==> config.mk <==
export PLATFORM = sky130hd
export DESIGN_NAME = serial_hs_capture
export DESIGN_NICKNAME = d
export VERILOG_FILES = /design/src/rtl/serial_hs_capture_pkg.sv /design/src/rtl/serial_hs_capture_sync_edge.sv /design/src/rtl/serial_hs_capture.sv
export SDC_FILE = /design/constraint.sdc
export NUM_CORES = 1
export LEC_CHECK = 0
export CAP_MARGIN = 20
export CELL_PAD_IN_SITES_DETAIL_PLACEMENT = 0
export CELL_PAD_IN_SITES_GLOBAL_PLACEMENT = 1
export CORE_ASPECT_RATIO = 0.8
export CORE_UTILIZATION = 42
export CTS_CLUSTER_SIZE = 16
export DETAILED_ROUTE_END_ITERATION = 7
export PLACE_DENSITY = 0.8
export SYNTH_ARGS = -nofsm -noshare
export SYNTH_HDL_FRONTEND = slang
export SYNTH_SLANG_ARGS = --single-unit
==> constraint.sdc <==
create_clock -name clk -period 3.9 [get_ports clk]
set_clock_uncertainty 0.15 [all_clocks]
set_input_delay 0.78 -clock clk [delete_from_list [all_inputs] [get_ports clk]]
set_output_delay 0.78 -clock clk [all_outputs]
set_load 0.02 [all_outputs]
==> src/rtl/serial_hs_capture_pkg.sv <==
// Shared types and sizing helpers for the serial handshake capture block.
package serial_hs_capture_pkg;

    localparam int unsigned HS_W  = 16;
    localparam int unsigned BIT_W = $clog2(HS_W);

    typedef enum logic [2:0] {
        ST_IDLE     = 3'd0,
        ST_HS_I     = 3'd1,
        ST_DATA     = 3'd2,
        ST_HS_F     = 3'd3,
        ST_WAIT_END = 3'd4
    } state_t;

    // Address width for an n-entry payload: max(1, ceil(log2 n)).
    function automatic int unsigned addr_w(input int unsigned n);
        return (n <= 2) ? 1 : $clog2(n);
    endfunction

endpackage

==> src/rtl/serial_hs_capture_sync_edge.sv <==
// Multi-flop synchroniser for one async input plus rising/falling edge detect.
module serial_hs_capture_sync_edge #(
    parameter int unsigned STAGES = 2
) (
    input  logic clk,
    input  logic rst,
    input  logic d,
    output logic q,
    output logic rise_c,
    output logic fall_c
);

    logic [STAGES-1:0] sync_r;
    logic              prev_r;

    always_ff @(posedge clk or posedge rst) begin
        if (rst) begin
            sync_r <= '0;
            prev_r <= 1'b0;
        end else begin
            sync_r <= {sync_r[STAGES-2:0], d};
            prev_r <= sync_r[STAGES-1];
        end
    end

    assign q      = sync_r[STAGES-1];
    assign rise_c = sync_r[STAGES-1] & ~prev_r;
    assign fall_c = ~sync_r[STAGES-1] & prev_r;

endmodule

==> src/rtl/serial_hs_capture.sv <==
// Deserialises a serial frame (initial handshake, N_WORDS payload, final handshake)
// into 16-bit words for the handshake monitor and the register file.
module serial_hs_capture
    import serial_hs_capture_pkg::*;
#(
    parameter int unsigned N_WORDS     = 8,
    parameter int unsigned SYNC_STAGES = 2,
    localparam int unsigned AW         = addr_w(N_WORDS)
) (
    input  logic            clk,
    input  logic            rst,
    input  logic            ser_clk,
    input  logic            ser_dat,
    input  logic            ser_en,
    output logic [HS_W-1:0] hs_i,
    output logic [HS_W-1:0] hs_f,
    output logic [HS_W-1:0] dout,
    output logic [AW-1:0]   dout_addr,
    output logic            dout_vld,
    output logic            frame_done,
    output logic            frame_err
);

    logic sclk_q, sclk_rise_c, sclk_fall_c;
    logic en_q, en_rise_c, en_fall_c;
    logic [SYNC_STAGES-1:0] dat_sync;
    logic dat_q;

    serial_hs_capture_sync_edge #(.STAGES(SYNC_STAGES)) u_sync_clk (
        .clk    (clk),
        .rst    (rst),
        .d      (ser_clk),
        .q      (sclk_q),
        .rise_c (sclk_rise_c),
        .fall_c (sclk_fall_c)
    );

    serial_hs_capture_sync_edge #(.STAGES(SYNC_STAGES)) u_sync_en (
        .clk    (clk),
        .rst    (rst),
        .d      (ser_en),
        .q      (en_q),
        .rise_c (en_rise_c),
        .fall_c (en_fall_c)
    );

    logic unused_ok;
    assign unused_ok = sclk_q ^ sclk_fall_c;

    // Data shares the clock synchroniser depth so it lines up with the detected edge.
    always_ff @(posedge clk or posedge rst) begin
        if (rst) dat_sync <= '0;
        else     dat_sync <= {dat_sync[SYNC_STAGES-2:0], ser_dat};
    end
    assign dat_q = dat_sync[SYNC_STAGES-1];

    state_t            state;
    logic [HS_W-1:0]   shreg;
    logic [BIT_W-1:0]  bit_cnt;
    logic [AW-1:0]     word_cnt;
    logic              word_done;
    logic              capturing_c;
    logic              shift_c;

    assign capturing_c = (state == ST_HS_I) || (state == ST_DATA) || (state == ST_HS_F);
    assign shift_c     = sclk_rise_c & en_q & capturing_c;

    always_ff @(posedge clk or posedge rst) begin
        if (rst) begin
            state      <= ST_IDLE;
            shreg      <= '0;
            bit_cnt    <= '0;
            word_cnt   <= '0;
            word_done  <= 1'b0;
            hs_i       <= '0;
            hs_f       <= '0;
            dout       <= '0;
            dout_addr  <= '0;
            dout_vld   <= 1'b0;
            frame_done <= 1'b0;
            frame_err  <= 1'b0;
        end else begin
            dout_vld   <= 1'b0;
            frame_done <= 1'b0;
            frame_err  <= 1'b0;
            word_done  <= 1'b0;

            if (shift_c) begin
                shreg     <= {shreg[HS_W-2:0], dat_q};
                bit_cnt   <= bit_cnt + BIT_W'(1);
                word_done <= (bit_cnt == BIT_W'(HS_W - 1));
            end

            case (state)
                ST_IDLE: begin
                    if (en_rise_c) begin
                        bit_cnt  <= '0;
                        word_cnt <= '0;
                        state    <= ST_HS_I;
                    end
                end
                ST_HS_I: begin
                    if (en_fall_c) begin
                        frame_err <= 1'b1;
                        state     <= ST_IDLE;
                    end else if (word_done) begin
                        hs_i  <= shreg;
                        state <= ST_DATA;
                    end
                end
                ST_DATA: begin
                    if (en_fall_c) begin
                        frame_err <= 1'b1;
                        state     <= ST_IDLE;
                    end else if (word_done) begin
                        dout      <= shreg;
                        dout_addr <= word_cnt;
                        dout_vld  <= 1'b1;
                        word_cnt  <= word_cnt + AW'(1);
                        if (word_cnt == AW'(N_WORDS - 1)) state <= ST_HS_F;
                    end
                end
                ST_HS_F: begin
                    // A completing word wins over a coincident enable drop.
                    if (word_done) begin
                        hs_f       <= shreg;
                        frame_done <= 1'b1;
                        state      <= en_fall_c ? ST_IDLE : ST_WAIT_END;
                    end else if (en_fall_c) begin
                        frame_err <= 1'b1;
                        state     <= ST_IDLE;
                    end
                end
                ST_WAIT_END: begin
                    if (!en_q) state <= ST_IDLE;
                end
                default: state <= ST_IDLE;
            endcase
        end
    end

endmodule

After elaboration in Yosys (flattened, before gate mapping)

Index checks and enable logic that the tools add are counted.
Widths: inputs -> output; s select.

Input port bits: 5
Bits in registers: 89
Output and inout port bits: 54

Reductions and logical operators: 10
Bitwise operators: 9
Mux-type cells: 26
Equal/unequal tests: 14
Add/sub/neg operators: 2

Operator list:

| kind                | count |
|---|---|
| $mux 3              | 13 |
| $pmux 3 s5          | 1 |
| $mux 4              | 3 |
| $ne 3x3->1 const B  | 3 |
| $ne 2x2->1 const B  | 4 |
| $mux 1              | 7 |
| $eq 3x2->1 const B  | 2 |
| $eq 3x3->1 const B  | 2 |
| $pmux 3 s2          | 1 |
| $reduce_and 3->1    | 2 |
| $reduce_and 6->1    | 1 |
| $and 1x1->1         | 5 |
| $add 4x1->4 const B | 1 |
| $eq 4x4->1 const B  | 1 |
| $not 1->1           | 4 |
| $reduce_and 4->1    | 1 |
| $add 3x1->3 const B | 1 |
| $eq 3x1->1 const B  | 1 |
| $logic_not 3->1     | 1 |
| $ne 3x2->1 const B  | 1 |
| $logic_or 1x1->1    | 2 |
| $pmux 1 s2          | 1 |
| $reduce_and 2->1    | 1 |
| $reduce_bool 2->1   | 1 |
| $reduce_or 2->1     | 1 |

Logic depth before layout (Yosys ltp)

Gate-level depths: netlist (run 1).

Word-level depth: 7
Depth in mapped cells: 6
Depth with buffers taken out: 5

Modules after synthesis

A second synthesis (run 1) with hierarchy kept.

Cell total of the unflattened synthesis: 229
Area, all modules: 3606.0 um^2

Modules (own cells, without submodules):

| module                      | area an instance (um^2) | times used | cells each | seq. area each (um^2) |
|---|---|---|---|---|
| serial_hs_capture           | 3418.3                  | 1          | 217        | 2077.0 |
| serial_hs_capture_sync_edge | 93.8                    | 2          | 6          | 75.1 |

Worst setup path before layout (run 1)

No wires, ideal clock.

Path type: register -> register
Start: register u_sync_en.sync_r[1]
End: register dout[10]
Period minus slack after synthesis: 1790 ps
Arrival: 1515 ps
Stages on the path, launching flop included: 7
Path buffers: 1
Library setup time: 125 ps
Slack: 2110 ps
Cell sequence: dfrtp_1 -> nand2b_4 -> nand2_2 -> or3_4 -> inv_4 -> buf_12 -> mux2_4

Word-level cells in the longest chain between the ends: 4

RTL lines:

| item                       | RTL line                          | text |
|---|---|---|
| start: declaration         | serial_hs_capture_sync_edge.sv:13 | `logic [STAGES-1:0] sync_r;` |
| start signal: assignment   | serial_hs_capture_sync_edge.sv:21 | `sync_r <= {sync_r[STAGES-2:0], d};` |
| $not 1->1                  | serial_hs_capture_sync_edge.sv:28 | `assign fall_c = ~sync_r[STAGES-1] & prev_r;` |
| $and 1x1->1                | serial_hs_capture_sync_edge.sv:28 |  |
| $not 1->1 (no line)        | --                                |  |
| $reduce_and 3->1 (no line) | --                                |  |
| end signal: assignment     | serial_hs_capture.sv:116          | `dout <= shreg;` |
| end: declaration           | serial_hs_capture.sv:17           | `output logic [HS_W-1:0] dout,` |

Every way passes these cells.
A chain may end at the register's enable or synchronous reset.

Worst setup path in the final report (run 1)

Start: register hs_i[14]
End: output hs_i[14]

RTL lines:

| item                     | RTL line                 | text |
|---|---|---|
| start: declaration       | serial_hs_capture.sv:15  | `output logic [HS_W-1:0] hs_i,` |
| start signal: assignment | serial_hs_capture.sv:107 | `hs_i <= shreg;` |

No word-level cell between the ends.

==> reports/results.tsv, run 1 <==
stage	metric	value	unit
run_status	outcome	finished, final reports clean	
global_routing	grt_usage	14.9	%
synth	netlist_top_cells_count	89 x dfrtp_1, 52 x mux2_2, 16 x mux2_4	
pwr	power_leakage	2.08	nW
synth	async_flop_share	100	%
timing	setup_tns	0	ps
timing	max_freq	437	MHz
routing	ant_nets	0	
timing	period_share	58.6	%
setup_path	cp.arrival	1360	ps
synth	synth-edff-count	0	
pwr	p_per_area	395	nW/µm²
job	cap_viol_max_count	0	
clocking	post_cts_buffers	0	
finish	final_layout_size_suffix_gt1_share	33.2	%
synth	ys_types	39	
place	port_buffers	58	
timing	rsz0062_at_grt	no	
setup_path	cp.required	2970	ps
global_routing	grt_max_degree	52	
pwr	total_power	1.72	mW
routing	dr_total_vias	1877	
place	gp_routability_congestion	0.740	
synth	postSynthAreaPerCell	16.3	µm²
global_routing	antenna_found_initial	0	
timing	setup_viol	0	
clocking	clockRootBuffer	clkbuf_8	
finish	multiInputGateArea	1150	µm²
worst_hold_path	hold_path_class	reg2reg	
timing	finalHoldViolCount	0	
finish	num-fill-cells	674	
clocking	cts_resized	0	
place	place_area	4150	µm²
clocking	h-tree-depth	3	
clocking	holdBufCountCts	0	
pwr	peakVddDrop	261	µV
die	num_rows	29	
routing	routedWlPerCell	15.1	µm
place	dp_cells	372	
finish	diodes	0	
routing	drc_errors	0	
routing	routed_wirelength	5860	µm
die	initial_core_util	43.6	%
die	die-area	8660	µm²
synth	synth_area	3480	µm²
synth	yosys_warnings	0	
setup_path	cp_num_buf_inv	1	
synth	ys.flop_type	dfrtp_1	
setup_path	startpoint_type	register	
synth	ys_seq_area_share	64.0	%
synth	synthCells	214	
finish	final_area	4360	µm²
die	num_io_pins	59	
setup_path	path_cells	clkdlybuf4s50_1	
clocking	numCtsBuffers	9	
synth	yosysMostFrequentCell	dfrtp_1	
clocking	cts_tree	yes	
clocking	ctsLongestPathBuffers	2	
timing	drv_slew	0	
finish	syn_to_final_growth	25.3	%
timing	period_needed	2290	ps
finish	nNetsFinal	283	
routing	drt-initial-drc-count	68	
timing	relSlewSlack	45.5	%
synth	synth_area_leaders	dfrtp_1 64%, mux2_2 17%, mux2_4 6.9%	
setup_path	crit_slowest_cell	clkdlybuf4s50_1	
routing	viasPerCell	4.84	
setup_path	critPathMaxStageDelay	620	ps
place	dp_hpwl	3900	µm
setup_path	crit_path_end_kind	primary output	
setup_path	path_delay_family	buffers and inverters	
timing	tightest_slew	817	ps
finish	finish.cell_count_without_fillers	388	
routing	drt_pass1_iterations	4	
setup_path	crit_type	reg2out	
setup_path	crit_fanout	2	
synth	synth.largest_area_cell	dfrtp_1	
die	die_w	104	µm
synth	synthesis.nets	222	
global_routing	grt_pass1_vias	1908	
global_routing	grt-ovfl-total	0	
clocking	clk_latency	350	ps
synth	synth-seq-cells	89	
synth	yosysTopAreaCellShare	64.0	%
die	die_h	83.4	µm
finish	register_area	2230	µm²
clocking	cts.sinks	89	
global_routing	grt_pass1_wl	9850	µm
clocking	clkTransAtPathRegs	80	ps
die	coreArea	7980	µm²
-- worst paths after layout --
check / from / endpoint / slack, ps / cells after the start
setup / recovery: hs_i[14]$_DFFE_PP0P_ / hs_i[14] / 1610 / 1
hold / removal: u_sync_clk.sync_r[0]$_DFF_PP0_ / u_sync_clk.sync_r[1]$_DFF_PP0_ / 210 / 0
setup reg to reg: u_sync_en.sync_r[1]$_DFF_PP0_ / dout[6]$_DFFE_PP0P_ / 1890 / 5
hold reg to reg: u_sync_clk.sync_r[0]$_DFF_PP0_ / u_sync_clk.sync_r[1]$_DFF_PP0_ / 210 / 0
max in group asynchronous: rst / dout[14]$_DFFE_PP0P_ / 2240 / 3
min in group asynchronous: rst / dout[0]$_DFFE_PP0P_ / 670 / 2
-- where the power goes --
part	total (mW)	switching (mW)	internal, mW	leakage, nW
Combinational	0.0771	0.0396	0.0376	0.749
Clock	0.651	0.300	0.351	0.110
Sequential	0.995	0.0409	0.954	1.22
-- cell type report --
| cell class | instances | share of cell area, % |
|---|---|---|
| clock buffer | 13 | 3.87 |
| clock inverter | 3 | 1.09 |
| inverter | 5 | 0.516 |
| multi-input combinational | 110 | 26.4 |
| sequential | 89 | 51.1 |
| tap | 108 | 3.10 |
| timing repair buffer | 60 | 13.9 |
-- cell families after synthesis --
logic type                 after synthesis  share of synthesized area (%)
DFF                                     89                           64.0
adders and majority gates                3                           1.08
buffers and inverters                   15                           3.06
AOI/OAI and AO/OA                       11                           2.44
muxes                                   70                           24.3
and+or+nand+nor                         23                           4.39
xor gates and xnor gates                 3                          0.755
-- metrics by stage --
step                      util [%]  hold slack [ps]  worst slack, ps
after detailed placement      51.9              185             1820
after global routing          54.6              216             1570
after global placement        51.9              185             1830
final                         54.6              208             1610
after floorplan                  -              181              663
after CTS                     54.6              210             1590
-- sequential cells by signal, summed over array words and instances, names as in the netlist, 3 cells and up --
register	cells
bit_cnt	4
dout	16
dout_addr	3
hs_f	16
hs_i	16
shreg	16
state	3
word_cnt	3
-- cell usage in the layout (no fill, tap or decap), drive strengths merged, types with 3 or more instances in the layout --
cell and n:
dfrtp 89, mux2 68, clkdlybuf4s50 58, clkbuf 13, nor2 5, inv 4
ha 3, nand2 3, clkinv 3
-- routing by layer --
layer / vias up / part of all wire, % / global-route usage [%]
met5: - / 0 / 0
met4: 0 / 1.1 / 4.29
met3: 9 / 5.4 / 5.57
met2: 54 / 44 / 21.2
met1: 937 / 50 / 21.2
li1: 877 / - / -
Power figures use the tool's default switching activity.
==> run 2: changes to the inputs <==
- clock period: 3.9 -> 2.19 ns (I/O delays scaled with it)
==> run 2 against run 1 <==
  * Die area did not move
  * Largest power group unchanged
  * Combinational power rose by 80%
  * Utilization fell by 0.28 points
  * Final area fell by 0.52%
  * Critical path type is now reg2reg
  * Critical endpoint is now dout[4]$_DFFE_PP0P_
==> reports/results.tsv, run 2 (synthesized netlist as in run 1, its figures left out) <==
stage	metric	value	unit
place	gp_routability_congestion	0.805	
finish	final_layout_size_suffix_gt1_share	33.6	%
setup_path	rr_endpoint	dout[4]$_DFFE_PP0P_	
pwr	p_clk_share	35.5	%
setup_path	crit_type	reg2reg	
finish	syn_to_final_growth	24.7	%
clocking	cts_resized	0	
global_routing	grt_pass1_vias	1973	
die	coreArea	7980	µm²
run_status	outcome	finished, final reports clean	
die	die_w	104	µm
pwr	internal-power	2.27	mW
timing	holdWs	203	ps
place	place_area	4150	µm²
clocking	h-tree-depth	3	
routing	viasPerCell	4.98	
timing	setup_tns	0	ps
finish	final_common_cell	dfrtp_1	
routing	routedWlPerCell	15.7	µm
clocking	clk_latency	350	ps
pwr	p_sw_share	23.5	%
setup_path	cp.arrival	2140	ps
die	die_h	83.4	µm
timing	period_needed	2050	ps
setup_path	ff2ff_setup_slack	140	ps
timing	rsz0062_at_grt	no	
setup_path	rr_worst_depth	5	
pwr	p_comb_share	4.7	%
finish	final_util	54.4	%
setup_path	crit_fanout	20	
pwr	power_leakage	2.06	nW
pwr	total_power	2.97	mW
place	dp_hpwl	3960	µm
die	die-area	8660	µm²
finish	layout_common_cells	89 x dfrtp_1, 58 x clkdlybuf4s50_1, 52 x mux2_2, 16 x mux2_4, 12 x clkbuf_8	
clocking	numCtsBuffers	9	
clocking	post_cts_buffers	0	
pwr	p_per_area	684	nW/µm²
die	num_rows	29	
setup_path	cp_num_buf_inv	1	
global_routing	grt-ovfl-total	0	
pwr	peakVddDrop	456	µV
setup_path	cp.required	2280	ps
pwr	p_switching	697	µW
timing	relSlewSlack	42.5	%
timing	period_share	93.8	%
pwr	p_seq_share	59.8	%
global_routing	antenna_found_initial	0	
setup_path	path_delay_family	simple AND/OR/NAND/NOR gates	
setup_path	r2r_start	u_sync_en.sync_r[1]$_DFF_PP0_	
clocking	cts_tree	yes	
finish	final_area	4340	µm²
timing	max_freq	487	MHz
timing	drv_slew	0	
setup_path	crit_slowest_cell	dfrtp_1	
die	initial_core_util	43.6	%
global_routing	grt_pass1_wl	10400	µm
global_routing	grt_max_degree	90	
timing	finalHoldViolCount	0	
routing	ant_nets	0	
job	cap_viol_max_count	0	
setup_path	critPathMaxStageDelay	470	ps
setup_path	path_cells	nand2b_4 -> nand2_2 -> or3_4 -> inv_4 -> mux2_4	
setup_path	startpoint_type	register	
worst_hold_path	whs_endpoint	u_sync_en.sync_r[1]$_DFF_PP0_	
clocking	clockRootBuffer	clkbuf_8	
setup_path	crit_path_end_kind	register	
finish	nNetsFinal	283	
timing	tightest_slew	862	ps
routing	drt_pass1_iterations	4	
finish	diodes	0	
clocking	cts.sinks	89	
global_routing	grt_usage	15.8	%
worst_hold_path	hold_start	u_sync_en.sync_r[0]$_DFF_PP0_	
routing	routed_wirelength	6110	µm
routing	drt-initial-drc-count	77	
clocking	holdBufCountCts	0	
clocking	clkTransAtPathRegs	80	ps
timing	setup_viol	0	
clocking	ctsLongestPathBuffers	2	
worst_hold_path	min_path_cells	0	
die	num_io_pins	59	
worst_hold_path	hold_path_class	reg2reg	
routing	dr_total_vias	1933	
place	port_buffers	58	
routing	drc_errors	0	
[run 2: cell count changes in the layout (fill, tap and decap cells not counted)]
| cell | before | now |
|---|---|---|
| clkbuf_1 | 1 | 0 |
| clkinv_4 | 2 | 1 |
| clkinvlp_4 | 0 | 2 |
| clkinv_2 | 1 | 2 |
| bufinv_16 | 1 | 0 |
[run 2: power by group through the flow]
stage | sequential [mW] | combinational (mW) | clock, mW
floorplan | 1.77 | 0.113 | 0
global route | 1.79 | 0.160 | 1.16
CTS | 1.78 | 0.144 | 1.09
finish | 1.77 | 0.139 | 1.05
detailed placement | 1.81 | 0.143 | 0
global placement | 1.81 | 0.137 | 0
[run 2: worst register-to-register path, stage by stage (launching register included)]
cell and delay (ps):
dfrtp_1 470, nand2b_4 200, nand2_2 60, or3_4 410
inv_4 300, mux2_4 340
[run 2: stage by stage]
| step | setup slack [ps] | instances |
|---|---|---|
| floorplan | 400 | 214 |
| global placement | 168 | 372 |
| detailed placement | 146 | 372 |
| CTS | 127 | 388 |
| global route | 32.1 | 388 |
| finish | 137 | 388 |
[run 2: how the worst max path moves through the flow]
stage | cells after the start | slack (ps) | from | to
2_1_floorplan | 6 | 400 | u_sync_en.sync_r[1]$_DFF_PP0_ | dout[10]$_DFFE_PP0P_
3_3_place_gp | 5 | 170 | u_sync_en.sync_r[1]$_DFF_PP0_ | dout[1]$_DFFE_PP0P_
3_5_place_dp | 5 | 150 | u_sync_en.sync_r[1]$_DFF_PP0_ | dout[3]$_DFFE_PP0P_
4_1_cts | 5 | 130 | u_sync_en.sync_r[1]$_DFF_PP0_ | dout[4]$_DFFE_PP0P_
5_1_grt | 3 | 30 | state[2]$_DFFE_PP0P_ | hs_f[4]$_DFFE_PP0P_
6_report | 5 | 140 | u_sync_en.sync_r[1]$_DFF_PP0_ | dout[4]$_DFFE_PP0P_
[run 2: cell type report]
| class | instances | area [µm²] |
|---|---|---|
| Timing Repair Buffer | 60 | 608 |
| Clock buffer | 12 | 165 |
| Sequential cell | 89 | 2230 |
| Clock inverter | 4 | 26.3 |
| Multi-Input combinational cell | 110 | 1150 |
| Tap cell | 108 | 135 |
| Inverter | 5 | 25.0 |
| Fill cell | 668 | 3640 |
[run 2: metal layers]
layer / global-route usage, % / vias up / wire [µm]
met2: 22.3 / 57 / 2640
met4: 6.23 / 0 / 76
met5: 0 / - / 0
li1: - / 876 / -
met1: 22.3 / 993 / 3000
met3: 5.57 / 7 / 383
==> run 3: changes to the inputs <==
- CTS_CLUSTER_DIAMETER: unset -> 120
- HOLD_SLACK_MARGIN: unset -> 0.08
==> results of run 3 <==
The final DEF is identical to that of run 2; final timing and power are the same.
